## src/rtl/instr_fetch_buffer.sv

```systemverilog
// instr_fetch_buffer
//   Fetch stage ahead of the single-cycle decode/execute datapath. It issues
//   sequential word fetches over a req/rsp handshake and buffers each returned
//   instruction with its PC in a DEPTH-entry in-order FIFO. The head entry is
//   offered to the datapath on a valid/ready interface. A redirect flushes
//   everything and restarts fetch at the new PC.
//   Optional feature macro: IFB_BYPASS_EN
//     defined   - a response arriving at an empty FIFO is presented on
//                 instruction* in the same cycle, and is only written into
//                 the FIFO if the datapath does not take it.
//     undefined - every response passes through the FIFO.
module instr_fetch_buffer #(
   parameter int unsigned DEPTH    = 4,
   parameter logic [31:0] RESET_PC = 32'h0000_0000
) (
   input  logic        SYS_clk,
   input  logic        SYS_reset_n,
   output logic        IMEM_req_valid,
   input  logic        IMEM_req_ready,
   output logic [31:0] IMEM_req_addr,
   input  logic        IMEM_rsp_valid,
   input  logic [31:0] IMEM_rsp_data,
   input  logic        redirect_valid,
   input  logic [31:0] redirect_PC,
   output logic        instruction_valid,
   output logic [31:0] instruction,
   output logic [31:0] instruction_PC,
   input  logic        instruction_ready,
   output logic        fetch_fault
);

   localparam int unsigned AW = (DEPTH > 1) ? $clog2(DEPTH) : 1;
   localparam int unsigned CW = AW + 1;

   logic [31:0]   fetch_pc;
   logic [31:0]   resp_pc;
   logic [31:0]   data_mem [DEPTH];
   logic [31:0]   pc_mem   [DEPTH];
   logic [AW-1:0] head;
   logic [AW-1:0] tail;
   logic [CW-1:0] count;
   logic [CW-1:0] outstanding;
   logic [CW-1:0] discard;
   logic          fault;

   logic [CW:0]   credit_used;
   logic          head_valid;
   logic          req_fire;
   logic          rsp_drop;
   logic          rsp_keep;
   logic          push;
   logic          pop;

   // Issue credit, response classification and FIFO push/pop decisions
   always_comb begin
      credit_used    = {1'b0, outstanding} + {1'b0, count};
      head_valid     = (count != '0);
      IMEM_req_valid = SYS_reset_n & ~fault & ~redirect_valid &
                       (credit_used < (CW + 1)'(DEPTH));
      IMEM_req_addr  = fetch_pc;
      req_fire       = IMEM_req_valid & IMEM_req_ready;
      rsp_drop       = IMEM_rsp_valid & (discard != '0);
      rsp_keep       = IMEM_rsp_valid & (discard == '0) & ~redirect_valid;
      pop            = head_valid & instruction_ready & ~redirect_valid;
      fetch_fault    = fault;
`ifdef IFB_BYPASS_EN
      // An empty FIFO lets a kept response go straight to the datapath;
      // it is only stored when the datapath is not ready for it.
      push = rsp_keep & ~(~head_valid & instruction_ready);
      if (head_valid) begin
         instruction_valid = 1'b1;
         instruction       = data_mem[head];
         instruction_PC    = pc_mem[head];
      end else if (rsp_keep & SYS_reset_n) begin
         instruction_valid = 1'b1;
         instruction       = IMEM_rsp_data;
         instruction_PC    = resp_pc;
      end else begin
         instruction_valid = 1'b0;
         instruction       = '0;
         instruction_PC    = '0;
      end
`else
      push              = rsp_keep;
      instruction_valid = head_valid;
      instruction       = head_valid ? data_mem[head] : '0;
      instruction_PC    = head_valid ? pc_mem[head]   : '0;
`endif
   end

   // Fetch pointer, response tracking, discard credit, FIFO pointers and fault
   always_ff @(posedge SYS_clk or negedge SYS_reset_n) begin
      if (!SYS_reset_n) begin
         fetch_pc    <= RESET_PC;
         resp_pc     <= RESET_PC;
         outstanding <= '0;
         discard     <= '0;
         fault       <= 1'b0;
         head        <= '0;
         tail        <= '0;
         count       <= '0;
      end else begin
         outstanding <= outstanding + CW'(req_fire) - CW'(IMEM_rsp_valid);
         if (redirect_valid) begin
            // Every response still owed, minus the one arriving now (which is
            // dropped here), belongs to the old stream. No request is accepted
            // in this cycle, so nothing new is added.
            fetch_pc <= {redirect_PC[31:2], 2'b00};
            resp_pc  <= {redirect_PC[31:2], 2'b00};
            discard  <= outstanding - CW'(IMEM_rsp_valid);
            head     <= '0;
            tail     <= '0;
            count    <= '0;
            if (redirect_PC[1:0] != 2'b00) begin
               fault <= 1'b1;
            end
         end else begin
            if (req_fire) begin
               fetch_pc <= fetch_pc + 32'd4;
            end
            if (rsp_drop) begin
               discard <= discard - CW'(1);
            end
            // Responses return in request order and accepted addresses are
            // sequential from the last redirect, so a running counter gives
            // the PC of each kept response.
            if (rsp_keep) begin
               resp_pc <= resp_pc + 32'd4;
            end
            if (push) begin
               tail <= tail + AW'(1);
            end
            if (pop) begin
               head <= head + AW'(1);
            end
            count <= count + CW'(push) - CW'(pop);
         end
      end
   end

   // Instruction/PC storage; contents are only observed through valid entries
   always_ff @(posedge SYS_clk) begin
      if (push) begin
         data_mem[tail] <= IMEM_rsp_data;
         pc_mem[tail]   <= resp_pc;
      end
   end

endmodule
```

## config.mk

```make
export PLATFORM = sky130hd
export DESIGN_NAME = instr_fetch_buffer
export DESIGN_NICKNAME = d
export VERILOG_FILES = /design/src/rtl/instr_fetch_buffer.sv
export SDC_FILE = /design/constraint.sdc
export NUM_CORES = 1
export LEC_CHECK = 0
export BUFFER_PORTS_ARGS = -buffer_cell sky130_fd_sc_hd__buf_2
export CAP_MARGIN = 20
export CORE_MARGIN = 2
export CORE_UTILIZATION = 55
export CTS_CLUSTER_DIAMETER = 100
export DETAILED_ROUTE_END_ITERATION = 7
export GPL_ROUTABILITY_DRIVEN = 0
export GPL_TIMING_DRIVEN = 0
export PLACE_DENSITY = 0.76
export SETUP_SLACK_MARGIN = 0.15
export SLEW_MARGIN = 20
export SYNTH_ARGS = -nofsm -noshare
export SYNTH_HDL_FRONTEND = slang
export SYNTH_SLANG_ARGS = --single-unit
```

## constraint.sdc

```tcl
create_clock -name SYS_clk -period 3.9 [get_ports SYS_clk]
set_input_delay 0 -clock SYS_clk [delete_from_list [all_inputs] [get_ports SYS_clk]]
set_output_delay 0 -clock SYS_clk [all_outputs]
set_load 0.005 [all_outputs]
```

==> results of run 1 <==
through the flow:
stage	setup slack, ns	utilization, %	hold slack (ns)
global route	0.6352	68.63	0.2022
finish	0.8631	68.63	0.1830
global placement	-0.2856	61.23	0.2150
CTS	0.8609	68.64	0.1520
floorplan	0.9245	-	-0.2956
detailed placement	0.8818	61.78	-0.06858
metal layers:
layer	GRT usage [%]	share of wire, %	vias to the layer above
li1	-	-	3870
met1	32.61	42	4183
met2	38.97	49	367
met3	3.621	8.0	38
met4	4.830	1.3	0
met5	0	0	-
layout by cell type, fill, tap and decap left out, types with 31 or more instances in the layout:
cell type / netlist / final
sky130_fd_sc_hd__nand3_1: 39 / 39
sky130_fd_sc_hd__buf_2: 12 / 175
sky130_fd_sc_hd__mux4_2: 62 / 62
sky130_fd_sc_hd__dfrtp_1: 74 / 74
sky130_fd_sc_hd__and2_1: 70 / 66
sky130_fd_sc_hd__dlygate4sd3_1: 0 / 70
sky130_fd_sc_hd__nor2_1: 32 / 32
sky130_fd_sc_hd__nand2_1: 61 / 61
sky130_fd_sc_hd__edfxtp_1: 248 / 248
sky130_fd_sc_hd__o21ai_0: 43 / 43
sky130_fd_sc_hd__clkbuf_1: 24 / 32
sky130_fd_sc_hd__clkbuf_16: 0 / 31
report_power, final:
group	internal (uW)	switching, uW	leakage (uW)
Clock	1650	1210	0.000469
Sequential	3910	174	0.00314
Combinational	1050	1010	0.00256
area by class of cell:
cell class | count | area, um2 | area share, %
Multi-Input combinational cell | 482 | 4104 | 24.59
Buffer | 43 | 210.2 | 1.259
Clock inverter | 16 | 151.4 | 0.9070
Tap cell | 324 | 405.4 | 2.429
Inverter | 17 | 66.31 | 0.3973
Sequential cell | 322 | 9299 | 55.71
Antenna cell | 1 | 2.502 | 0.01499
Clock buffer | 39 | 805.8 | 4.828
Timing Repair Buffer | 239 | 1647 | 9.865
sequential cells by signal (all words and copies together), names as in the netlist:
register	cells
IMEM_req_addr	30
fetch_fault	1
head	2
count	3
pc_mem	120
tail	2
outstanding	3
discard	3
data_mem	128
resp_pc	30
path summary, 6_finish.rpt:
kind,end,slack (ns)
setup reg to reg,count[2]$_DFF_PN0_,0.94
hold reg to reg,fetch_fault$_DFFE_PN0P_,0.50
max in group asynchronous,resp_pc[29]$_DFFE_PN0N_,2.92
setup / recovery,outstanding[2]$_DFF_PN0_,0.86
min in group asynchronous,IMEM_req_addr[27]$_DFFE_PN0P_,0.50
hold / removal,IMEM_req_addr[18]$_DFFE_PN0P_,0.18
what timing repair did:
item / CTS / global route
hold endpoints to repair: 268 / 0
resized for setup: 0 / 0
hold buffers: 71 / 0
logic make-up after synthesis:
kind of cell,Yosys count,synth area share [%]
AOI/OAI and AO/OA,83,3.848
xor gates and xnor gates,39,2.501
adders and majority gates,18,1.759
buffers and inverters,60,2.025
DFF,322,68.08
muxes,70,10.84
other,1,0.02746
and+or+nand+nor,268,10.92
critical path: stages:
cell and delay [ns]:
sky130_fd_sc_hd__dlygate4sd3_1 0.52, sky130_fd_sc_hd__dlygate4sd3_1 0.54, sky130_fd_sc_hd__buf_4 0.13, sky130_fd_sc_hd__buf_16 0.23, sky130_fd_sc_hd__nor2b_1 0.18, sky130_fd_sc_hd__and4_1 0.21
sky130_fd_sc_hd__buf_6 0.16, sky130_fd_sc_hd__inv_4 0.07, sky130_fd_sc_hd__buf_2 0.20, sky130_fd_sc_hd__ha_1 0.30, sky130_fd_sc_hd__inv_1 0.04, sky130_fd_sc_hd__ha_1 0.18
sky130_fd_sc_hd__fa_1 0.37, sky130_fd_sc_hd__xnor2_1 0.19, sky130_fd_sc_hd__xnor2_1 0.13
==> impl_summary.md, run 1 <==
Run status
The run finished with clean final reports.

Global routing
The remaining global-route overflow is 0. The global-route wire length before repair is 46.93 mm. The aggregate global-route resource usage is 23.16%. The via count of the first global-routing pass came to 8578. Entering global routing, the biggest net connects 53 pins.

The number of antenna violations at the first check in global routing is 1.

STA
The sum of negative setup slack is 0 ns. In this run the tightest slew margin relative to its limit is 50.98%. The hold violation count in the final report came to 0. The final cycle utilization of the critical path is 77.87%. The number of setup violations in the final report is 0. Setup repair after global routing left no endpoint under its margin. Static timing analysis puts the maximum clock frequency at 329.3 MHz.

The worst-margin pin slew is 0.7352 ns. Clock skew on the completed layout was measured at 0.01554 ns. The max-slew violation count is 0. The time the final worst path needs with I/O delays and setup is 3.037 ns.

Power and ir drop
The power density over cell area is 539.2 nW/um2. The leakage power of the design is 0.006170 uW. The worst-case IR drop observed on VDD is 0.0003436 V. The total design power is 9000 uW.

Clock network
The register clock-pin slew on the reported worst setup and hold paths is 0.06 ns. In this run the number of H-tree levels came out at 1. The CTS tree is yes. The count of clock tree sinks is 322.

The longest clock path from root to sink contains 3 buffers. The number of CTS-inserted buffers is 31. Clock tree synthesis selected as its root buffer the cell sky130_fd_sc_hd__clkbuf_16. The clock reaches the later pin of the worst-skew pair after 0.56 ns.

The number of setup buffers added after CTS is 0.

Critical path
The startpoint type of the worst setup path is a primary input. The start of the worst register-to-register path is count[1]$_DFF_PN0_. Along the worst path, the maximum fanout reaches 52. The launch point of the worst path is SYS_reset_n.

The worst setup path is of the primary input to flop kind. The endpoint required time on the critical path is 4.38 ns. The worst setup path is captured at a flop. STA puts the critical path data arrival time at 3.51 ns. Measured in cells, the most critical reg-to-reg path has a length of 11.

Finish
The finished layout holds 1483 standard cells, fillers aside. Once layout is done, the placed cells without fillers occupy 16690 um2. The layout filler cell count is 1616.

Cells with a size suffix above 1 make up 26.77% of the layout. The final layout contains 1224 nets. The area growth from synthesis to final layout is 22.21%.

Synthesis
In the post-synthesis netlist, the biggest area contributors are sky130_fd_sc_hd__edfxtp_1, sky130_fd_sc_hd__dfrtp_1, sky130_fd_sc_hd__mux4_2. The leading cell type by number of instances after synthesis is sky130_fd_sc_hd__edfxtp_1. The synthesized area per cell is 15.86 um2. The largest area contributor in the netlist is sky130_fd_sc_hd__edfxtp_1.

The number of distinct library cells after synthesis is 47. The dominant synthesized flop cell is sky130_fd_sc_hd__edfxtp_1. The synthesized netlist occupies a cell area of 13660 um2. The number of warnings issued by yosys is 0.

Synthesis handed over a netlist of 861 instances. The fraction of the yosys area taken by sequential cells is 68.08%. Summed over its instances, the top area cell type makes up 54.53% of the synthesized netlist area. The number of register bits inferred by synthesis is 322. Yosys mapped a number of flops with a built-in enable equal to 248. Counting instances in the post-synthesis netlist gives the leading cell types as sky130_fd_sc_hd__edfxtp_1, sky130_fd_sc_hd__dfrtp_1, sky130_fd_sc_hd__and2_1, sky130_fd_sc_hd__mux4_2, sky130_fd_sc_hd__nand2_1. Of all flip-flops after synthesis, the portion carrying an async set or reset was 22.98%.

Placed design
The count of buffers added on input and output ports is 163. The detailed placement HPWL is 19.07 mm. Summing all placed instances gives a cell area of 15030 um2. The number of cells after detailed placement is 1356.

Die
The die is 161.6 um tall. The die area is 26110 um2. The floorplan step defined a core boundary enclosing 24320 um2. 169 I/O pins were placed. The initial standard-cell utilization of the core is 56.16%. The overall die width is 161.6 um. The number of cell rows is 57.

Detailed routing
The remaining routing DRC violations is 0. The initial detailed-routing violation count is 818. The count of nets left with antenna violations once routing finished came out at 0. The total wirelength of the detailed-routed design is 29.78 mm. The total iterations of the first detailed-routing run is 5. The wire length per cell after detailed routing is 20.08 um. The number of vias per cell is 5.703. Across all layers, the routed design uses 8458 vias.

Min path
The count of cells along the worst hold path is 5. The tightest min-delay check is of the primary input to flop type. The start point of the worst hold path is IMEM_req_ready.

Run
The max-capacitance violation count is 0.
Power figures use the tool's default switching activity.
==> inputs of run 2 (changes only) <==
--- a/config.mk
+++ b/config.mk
@@ -5,10 +5,11 @@
 export SDC_FILE = /design/constraint.sdc
 export NUM_CORES = 1
 export LEC_CHECK = 0
+export ABC_AREA = 1
 export BUFFER_PORTS_ARGS = -buffer_cell sky130_fd_sc_hd__buf_2
 export CAP_MARGIN = 20
 export CORE_MARGIN = 2
-export CORE_UTILIZATION = 55
+export CORE_UTILIZATION = 53
 export CTS_CLUSTER_DIAMETER = 100
 export DETAILED_ROUTE_END_ITERATION = 7
 export GPL_ROUTABILITY_DRIVEN = 0
==> constraint.sdc (replaced) <==
create_clock -name SYS_clk -period 2.6 [get_ports SYS_clk]
set_input_delay 0 -clock SYS_clk [delete_from_list [all_inputs] [get_ports SYS_clk]]
set_output_delay 0 -clock SYS_clk [all_outputs]
set_load 0.005 [all_outputs]
==> impl_summary.md, run 2 <==
Run status
The flow ran to the end, and the final reports show no timing, DRC or antenna violations.

STA
The worst hold slack came to 0.04241 ns (-0.1406 ns). The hold violation count in the final report is 0 (unchanged). The worst-margin pin slew is 0.9948 ns (+0.2596 ns). The worst-case clock skew is 0.01361 ns (-0.001930 ns). The tightest slew margin relative to the limit was 33.46% (-18 points). The final cycle utilization of the critical path is 92.36%.

The timing-limited maximum frequency is 416.4 MHz. Setup repair after global routing could not meet its margin everywhere. The number of setup violations in the final report is 0 (unchanged).

The time the final worst path needs with I/O delays and setup is 2.401 ns. The max-slew violation count is 0 (unchanged).

Power and ir drop
The leakage power of the design is 0.007423 uW (+20%). The total design power was 15140 uW (+68%). The worst supply voltage drop on vdd is 0.0003891 V (+13%). The power density over cell area is 830.6 nW/um2 (+54%).

Placed design
The post-place instance area is 16210 um2 (+7.9%). The detailed placement HPWL came to 25.29 mm (+33%). The count of input and output buffers is 163 (unchanged).

Detailed routing
The remaining number of nets flagged by the antenna check after routing is 0 (unchanged). The total via count after detailed routing is 11970 (+41%). The total wirelength of the detailed-routed design came to 38.78 mm (+30%). The number of vias per cell came to 5.569 (-2.4%). The initial detailed-routing violation count is 1306 (+60%). The total iterations of the first detailed-routing run is 6 (+1). The remaining routing DRC violations is 0 (unchanged). The wire length per cell after detailed routing is 18.05 um (-10%).

Synthesis
The largest area contributor in the netlist is sky130_fd_sc_hd__edfxtp_1. The fraction of synthesis flops using an asynchronous set or reset pin is 22.98% (unchanged). By area the synthesized netlist is led by sky130_fd_sc_hd__edfxtp_1, sky130_fd_sc_hd__dfrtp_1, sky130_fd_sc_hd__nor2_1. The dominant synthesized flop cell is sky130_fd_sc_hd__edfxtp_1. The fraction of the yosys area taken by sequential cells is 63.48% (-4.6 points). The leading cell type by number of instances after synthesis is sky130_fd_sc_hd__nor2_1. The synthesized area per cell is 9.857 um2 (-38%). The count of flip-flops with a built-in enable after synthesis was 248 (unchanged). The number of register bits inferred by synthesis was 322 (unchanged). The share of the synthesized area in the top cell type is 50.84% (-3.7 points). The number of warnings issued by yosys is 0 (unchanged). The number of distinct library cells after synthesis is 40 (-15%).

The cell area after synthesis is 14650 um2 (+7.2%). By count the netlist is led by sky130_fd_sc_hd__nor2_1, sky130_fd_sc_hd__nand2_1, sky130_fd_sc_hd__edfxtp_1, sky130_fd_sc_hd__o21ai_0, sky130_fd_sc_hd__inv_1. The count of mapped cells out of synthesis is 1486 (+73%).

Clock network
The number of CTS-inserted buffers is 35 (+13%). TritonCTS built the clock tree. The tree is rooted in a sky130_fd_sc_hd__clkbuf_16. The worst-case clock buffer depth is 3 (unchanged). The count of clock tree sinks is 322 (unchanged).

The CTS H-tree depth is 2 (+1). The register clock-pin slew on the reported worst setup and hold paths was 0.06 ns (about the same). The source-to-sink clock delay at the later pin of the worst-skew pair was 0.52 ns (-0.04 ns).

Critical path
The slack of the worst reg-to-reg path is 0.20 ns (-0.74 ns). Traced cell by cell, the critical path runs through ha_1, nand3_1, nand2_2, nor2_4, nand2_4, buf_8, ha_4, inv_1, ha_2, fa_2, xnor2_2, xor2_1. The type of the worst setup path is flop to flop. In this run the critical register-to-register path is captured at outstanding[2]$_DFF_PN0_. The logic depth of the worst register-to-register path is 12 (+1). The worst setup path is launched from a flop. The endpoint required time on the critical path came to 3.00 ns (-1.38 ns). The data arrival at the endpoint of the critical path came to 2.80 ns (-0.71 ns). The start of the worst register-to-register path is count[1]$_DFF_PN0_. The slowest stage of the critical path belongs to the cell sky130_fd_sc_hd__dfrtp_2. The critical-path maximum fanout is 4 (-92%). The capturing element type of the critical path is a flop. The delay of the slowest cell on the worst path is 0.44 ns (-0.10 ns).

Die
The number of cell rows was 60 (+5.3%). The count of pins on the block boundary is 169 (unchanged). The initial standard-cell utilization of the core is 54.20% (-2.0 points). The die area is 28980 um2 (+11%). The floorplan die height is 170.2 um (+5.4%). The area of the core region is 27030 um2 (+11%). The overall die width is 170.2 um (+5.4%).

Min path
The start point of the worst hold path is IMEM_req_ready. The count of cells along the worst hold path is 5 (unchanged). The worst hold path terminates at IMEM_req_addr[10]$_DFFE_PN0P_. The type of the worst min-delay path is primary input to flop.

Global routing
The via count of the first global-routing pass is 11480 (+34%). The number of antenna violations at the first check in global routing is 0 (-1). The global-route wire length before repair was 59.38 mm (+27%). The maximum number of pins on one net before global-route repair is 55 (+3.8%). The aggregate global-route resource usage is 26.49% (+3.3 points). The remaining global-route overflow is 0 (unchanged).

Finish
The commonest non-fill, non-tap cell in the layout is sky130_fd_sc_hd__nor2_1. The largest registers in the layout are data_mem (128), pc_mem (120). The final core utilization came to 67.46% (-1.2 points). The flip-flop count of the largest register after layout is 128 (unchanged).

The register with the highest flop count is data_mem. The total inserted antenna cells is 0 (-1). The design area came to 18230 um2 (+9.2%). The library cells used most frequently in the layout, excluding fill and tap cells, are sky130_fd_sc_hd__nor2_1, sky130_fd_sc_hd__nand2_1, sky130_fd_sc_hd__edfxtp_1, sky130_fd_sc_hd__buf_2, sky130_fd_sc_hd__o21ai_0. The share of final-layout standard cells stronger than drive strength 1 came to 17.92% (-8.8 points). The area growth from synthesis to final layout is 24.47%. The number of nets at the end of the flow came to 1872 (+53%).

Run
The max-capacitance violation count is 0 (unchanged).
-- run 2: changes by cell type in the layout (fill, tap and decap cells not counted), moves of 11 or more --
cell / delta
sky130_fd_sc_hd__a21oi_1: +70
sky130_fd_sc_hd__nor2_1: +294
sky130_fd_sc_hd__o21ai_0: +105
sky130_fd_sc_hd__nand3_1: +36
sky130_fd_sc_hd__o311ai_0: -11
sky130_fd_sc_hd__nor2_2: +11
sky130_fd_sc_hd__nand2_1: +190
sky130_fd_sc_hd__nand4_1: -12
sky130_fd_sc_hd__mux4_2: -62
sky130_fd_sc_hd__xor2_1: -16
sky130_fd_sc_hd__and2_1: -66
sky130_fd_sc_hd__buf_4: +16
sky130_fd_sc_hd__inv_1: +72
-- run 2: per-layer routing --
layer	wire length [um]	part of all wire [%]	track usage, %
met4	1266	3.3	9.773
met5	0	0	0
met3	3549	9.2	4.326
met1	14810	38	33.29
met2	19150	49	46.36
-- run 2: logic make-up (layout without fill, tap and decap cells) --
kind of cell	after synthesis	after routing	share of synthesized area, %
fa+ha+maj	18	18	1.640
buf+inv	163	482	4.664
compound gates	251	251	9.029
flops	322	322	63.48
simple gates	712	712	20.02
other cells	1	4	0.02560
xor+xnor	19	19	1.136
-- run 2: critical path, delay by kind of cell (launching register included) --
kind          cells  cell delay (ns)
flops             1             0.44
buf+inv           2             0.15
fa+ha+maj         4             1.05
simple gates      4             0.37
xor+xnor          2             0.27
-- run 2: per-stage QoR --
stage	setup TNS [ns]	cells	setup WS (ns)
3_3_place_gp	-162.00	1993	-0.8050
3_5_place_dp	-1.492	2004	-0.2542
2_1_floorplan	0	1489	0.1523
4_1_cts	0	2145	0.05196
6_report	0	2149	0.1987
5_1_grt	0	2149	0.08617
-- run 2: worst max path at each step --
stage / start / to / slack [ns] / depth (start not counted)
6_report: count[1]$_DFF_PN0_ / outstanding[2]$_DFF_PN0_ / 0.20 / 12
3_3_place_gp: SYS_reset_n / outstanding[2]$_DFF_PN0_ / -0.81 / 11
3_5_place_dp: count[1]$_DFF_PN0_ / count[2]$_DFF_PN0_ / -0.25 / 12
5_1_grt: discard[1]$_DFFE_PN0P_ / count[2]$_DFF_PN0_ / 0.09 / 13
2_1_floorplan: count[1]$_DFF_PN0_ / outstanding[2]$_DFF_PN0_ / 0.15 / 12
4_1_cts: count[1]$_DFF_PN0_ / count[2]$_DFF_PN0_ / 0.05 / 12
-- run 2: final cells by class --
cell class	count	area [um2]
timing repair buffer	260	1919
clock buffer	44	940.9
multi-input combinational	1004	4766
inverter	96	362.8
sequential	322	9300
tap	341	426.7
fill	1976	8793
buffer	65	337.8
clock inverter	17	178.9
-- run 2: what timing repair did --
action,4_1_cts,5_1_grt
cloned,0,0
pin swaps,7,7
setup endpoints to repair,94,63
hold buffers,70,0
hold endpoints to repair,267,0
buffers inserted,11,5
gates resized for setup,14,16
-- run 2: power by group --
part | internal [uW] | total [uW] | leakage [uW] | switching [uW]
clock network | 2870 | 4840 | 0.000543 | 1970
registers | 5930 | 6300 | 0.00314 | 367
logic | 1480 | 4000 | 0.00374 | 2520
==> inputs of run 3 (changes only) <==
==> constraint.sdc (replaced) <==
create_clock -name SYS_clk -period 2.2 [get_ports SYS_clk]
set_input_delay 0 -clock SYS_clk [delete_from_list [all_inputs] [get_ports SYS_clk]]
set_output_delay 0 -clock SYS_clk [all_outputs]
set_load 0.005 [all_outputs]
==> impl_summary.md, run 3 (synthesized netlist as in run 2, its figures left out) <==
Die
The count of pins on the block boundary came to 169 (unchanged). The floorplan die height came to 170.2 um (unchanged). The number of cell rows is 60 (unchanged). The area of the core region is 27030 um2 (unchanged).

The die area is 28980 um2 (unchanged). The initial standard-cell utilization of the core is 54.20% (unchanged). The overall die width is 170.2 um (unchanged).

Clock network
The worst-case clock buffer depth was 3 (unchanged). The source-to-sink clock delay at the later pin of the worst-skew pair is 0.52 ns (about the same). The number of CTS-inserted buffers is 35 (unchanged).

The count of clock tree sinks is 322 (unchanged). The register clock-pin slew on the reported worst setup and hold paths is 0.06 ns (about the same). TritonCTS built the clock tree. The CTS H-tree depth is 2 (unchanged). The tree is rooted in a sky130_fd_sc_hd__clkbuf_16.

Global routing
The remaining global-route overflow is 0 (unchanged). The maximum number of pins on one net before global-route repair is 55 (unchanged). The global-route wire length before repair is 59.37 mm (about the same). The via count of the first global-routing pass is 11390 (-0.73%). The aggregate global-route resource usage was 26.66% (+0.17 points). The number of antenna violations at the first check in global routing was 0 (unchanged).

Critical path
The logic depth of the worst register-to-register path was 11 (-1). The startpoint type of the worst setup path is a flop. The endpoint required time on the critical path is 2.60 ns (-0.40 ns). The data arrival at the endpoint of the critical path is 2.79 ns (about the same).

The critical-path maximum fanout is 2 (-2). The worst register-to-register path begins at outstanding[2]$_DFF_PN0_. The worst setup path is of the flop to flop kind. The capturing element type of the critical path is a flop.

The worst register-to-register path ends at outstanding[2]$_DFF_PN0_. The slack of the worst reg-to-reg path is -0.19 ns (-0.39 ns).

Detailed routing
The remaining routing DRC violations is 0 (unchanged). The number of vias per cell came to 5.653 (+1.5%). The total wirelength of the detailed-routed design was 42.61 mm (+9.9%).

The total iterations of the first detailed-routing run is 5 (-1). The wire length per cell after detailed routing is 19.54 um (+8.3%). The initial detailed-routing violation count is 1335 (+2.2%). The remaining number of nets flagged by the antenna check after routing is 0 (unchanged). The total via count after detailed routing came to 12320 (+3.0%).

Finish
The combined area of the multi-input logic cells is 5136 um2 (+7.8%). The total inserted antenna cells came to 0 (unchanged). The share of final-layout standard cells stronger than drive strength 1 is 23.60% (+5.7 points). In the final layout, the registers with the most flip-flops are data_mem (128), pc_mem (120). The register with the highest flop count is data_mem. Compared with the post-synthesis result, the final layout area differs by 32.23%. The sequential standard cell area is 9300 um2 (unchanged). The top cell types in the final layout, fill and taps aside, are sky130_fd_sc_hd__nor2_1, sky130_fd_sc_hd__nand2_1, sky130_fd_sc_hd__edfxtp_1, sky130_fd_sc_hd__buf_2, sky130_fd_sc_hd__o21ai_0. The commonest non-fill, non-tap cell in the layout is sky130_fd_sc_hd__nor2_1. The flip-flop count of the largest register after layout is 128 (unchanged). The layout filler cell count is 1792 (-9.3%). The final cell count without fillers is 2180 (+1.4%). The final core utilization came to 71.67% (+4.2 points). The number of nets at the end of the flow is 1902 (+1.6%).

STA
The worst-case clock skew is 0.02059 ns (+0.006980 ns). The number of setup violations in the final report came to 5 (+5). The hold violation count in the final report is 0 (unchanged). The final cycle utilization of the critical path came to 108.7% (+16 points). Setup repair after global routing could not meet its margin everywhere. The smallest setup slack after layout is -0.1912 ns (-0.3899 ns). The time the final worst path needs with I/O delays and setup is 2.391 ns (-0.01013 ns).

The max-slew violation count is 0 (unchanged). The worst-margin pin slew came to 0.9508 ns (-0.04406 ns). The tightest slew margin relative to the limit is 36.41% (+2.9 points).

The timing-limited maximum frequency is 418.2 MHz (+0.42%).

Min path
The count of cells along the worst hold path is 4 (-1). The worst hold path terminates at resp_pc[7]$_DFFE_PN0N_. The worst hold path belongs to the class primary input to flop. The start point of the worst hold path is redirect_valid.

Run status
The flow ran to the end, but the final reports show violations. The final reports fail on negative setup slack.

Power and ir drop
The leakage power of the design was 0.007848 uW (+5.7%). The power density over cell area came to 1049 nW/um2 (+26%). The worst supply voltage drop on vdd is 0.0005542 V (+42%).

Run
The max-capacitance violation count is 0 (unchanged).

Placed design
The number of cells after detailed placement is 2004 (unchanged). The worst setup slack after placement was -0.4906 ns (-0.2364 ns). The count of input and output buffers is 163 (unchanged). The detailed placement HPWL is 25.33 mm (+0.18%).
run 3: changes by cell type in the layout (fill, tap and decap cells not counted), moves of 11 or more:
cell                        change
sky130_fd_sc_hd__clkbuf_1      -18
sky130_fd_sc_hd__buf_12        +11
sky130_fd_sc_hd__o21ai_0       -24
sky130_fd_sc_hd__a21oi_1       -45
sky130_fd_sc_hd__buf_4         +14
sky130_fd_sc_hd__o21ai_1       +23
sky130_fd_sc_hd__a21oi_4       +17
sky130_fd_sc_hd__a21oi_2       +28
sky130_fd_sc_hd__clkbuf_16     +11
run 3: critical path: stages, from the launching register on:
cell,delay [ns]
sky130_fd_sc_hd__dfrtp_1,0.38
sky130_fd_sc_hd__ha_1,0.28
sky130_fd_sc_hd__nand3b_1,0.19
sky130_fd_sc_hd__nor2_4,0.16
sky130_fd_sc_hd__nand2_4,0.08
sky130_fd_sc_hd__buf_12,0.13
sky130_fd_sc_hd__ha_4,0.25
sky130_fd_sc_hd__inv_2,0.04
sky130_fd_sc_hd__ha_4,0.14
sky130_fd_sc_hd__fa_2,0.34
sky130_fd_sc_hd__xnor2_2,0.14
sky130_fd_sc_hd__xor2_1,0.14
run 3: how the worst max path moves through the flow:
stage	from	to	cells past startpoint
detailed placement	count[1]$_DFF_PN0_	count[2]$_DFF_PN0_	12
global placement	SYS_reset_n	outstanding[2]$_DFF_PN0_	11
floorplan	outstanding[2]$_DFF_PN0_	outstanding[2]$_DFF_PN0_	11
global route	outstanding[2]$_DFF_PN0_	outstanding[2]$_DFF_PN0_	11
finish	outstanding[2]$_DFF_PN0_	outstanding[2]$_DFF_PN0_	11
CTS	count[1]$_DFF_PN0_	outstanding[2]$_DFF_PN0_	12
run 3: timing repair:
| item | CTS | global route |
|---|---|---|
| pin swaps | 12 | 21 |
| hold endpoints to repair | 267 | 0 |
| gates resized for setup | 64 | 202 |
| endpoints found under the setup margin | 210 | 115 |
| cloned | 0 | 12 |
| hold buffers | 70 | 0 |
| setup buffers | 15 | 17 |
run 3: report_power, final:
part | internal [uW] | switching [uW] | leakage [uW]
combinational | 3320 | 3860 | 0.00417
sequential | 7010 | 448 | 0.00314
clock | 3310 | 2360 | 0.000535
total | 13600 | 6680 | 0.00785
run 3: metrics by stage:
step | total power (uW) | cell area (um2) | TNS [ns] | hold slack (ns)
2_1_floorplan | 9984 | 14780 | -23.71 | -0.2956
3_3_place_gp | 11810 | 16020 | -216.43 | 0.2124
3_5_place_dp | 11980 | 16280 | -7.935 | -0.08787
4_1_cts | 18120 | 18390 | -0.5714 | 0.06182
5_1_grt | 21070 | 19370 | -0.8143 | 0.1356
6_report | 20320 | 19370 | -0.4901 | 0.1241
run 3: final cells by class:
cell class                 count  area share (%)
timing repair buffer         288           12.42
clock buffer                  51           5.200
tap                          341           2.203
sequential                   322           48.02
buffer                        67           3.185
inverter                      96           1.964
clock inverter                11          0.4974
multi-input combinational   1004           26.52
run 3: per-layer routing:
| layer | vias up | part of all wire, % | global-route usage (%) |
|---|---|---|---|
| li1 | 5673 | - | - |
| met2 | 729 | 49 | 45.86 |
| met3 | 129 | 9.2 | 3.860 |
| met1 | 5792 | 37 | 33.88 |
| met4 | 0 | 4.1 | 11.37 |
| met5 | - | 0 | 0 |
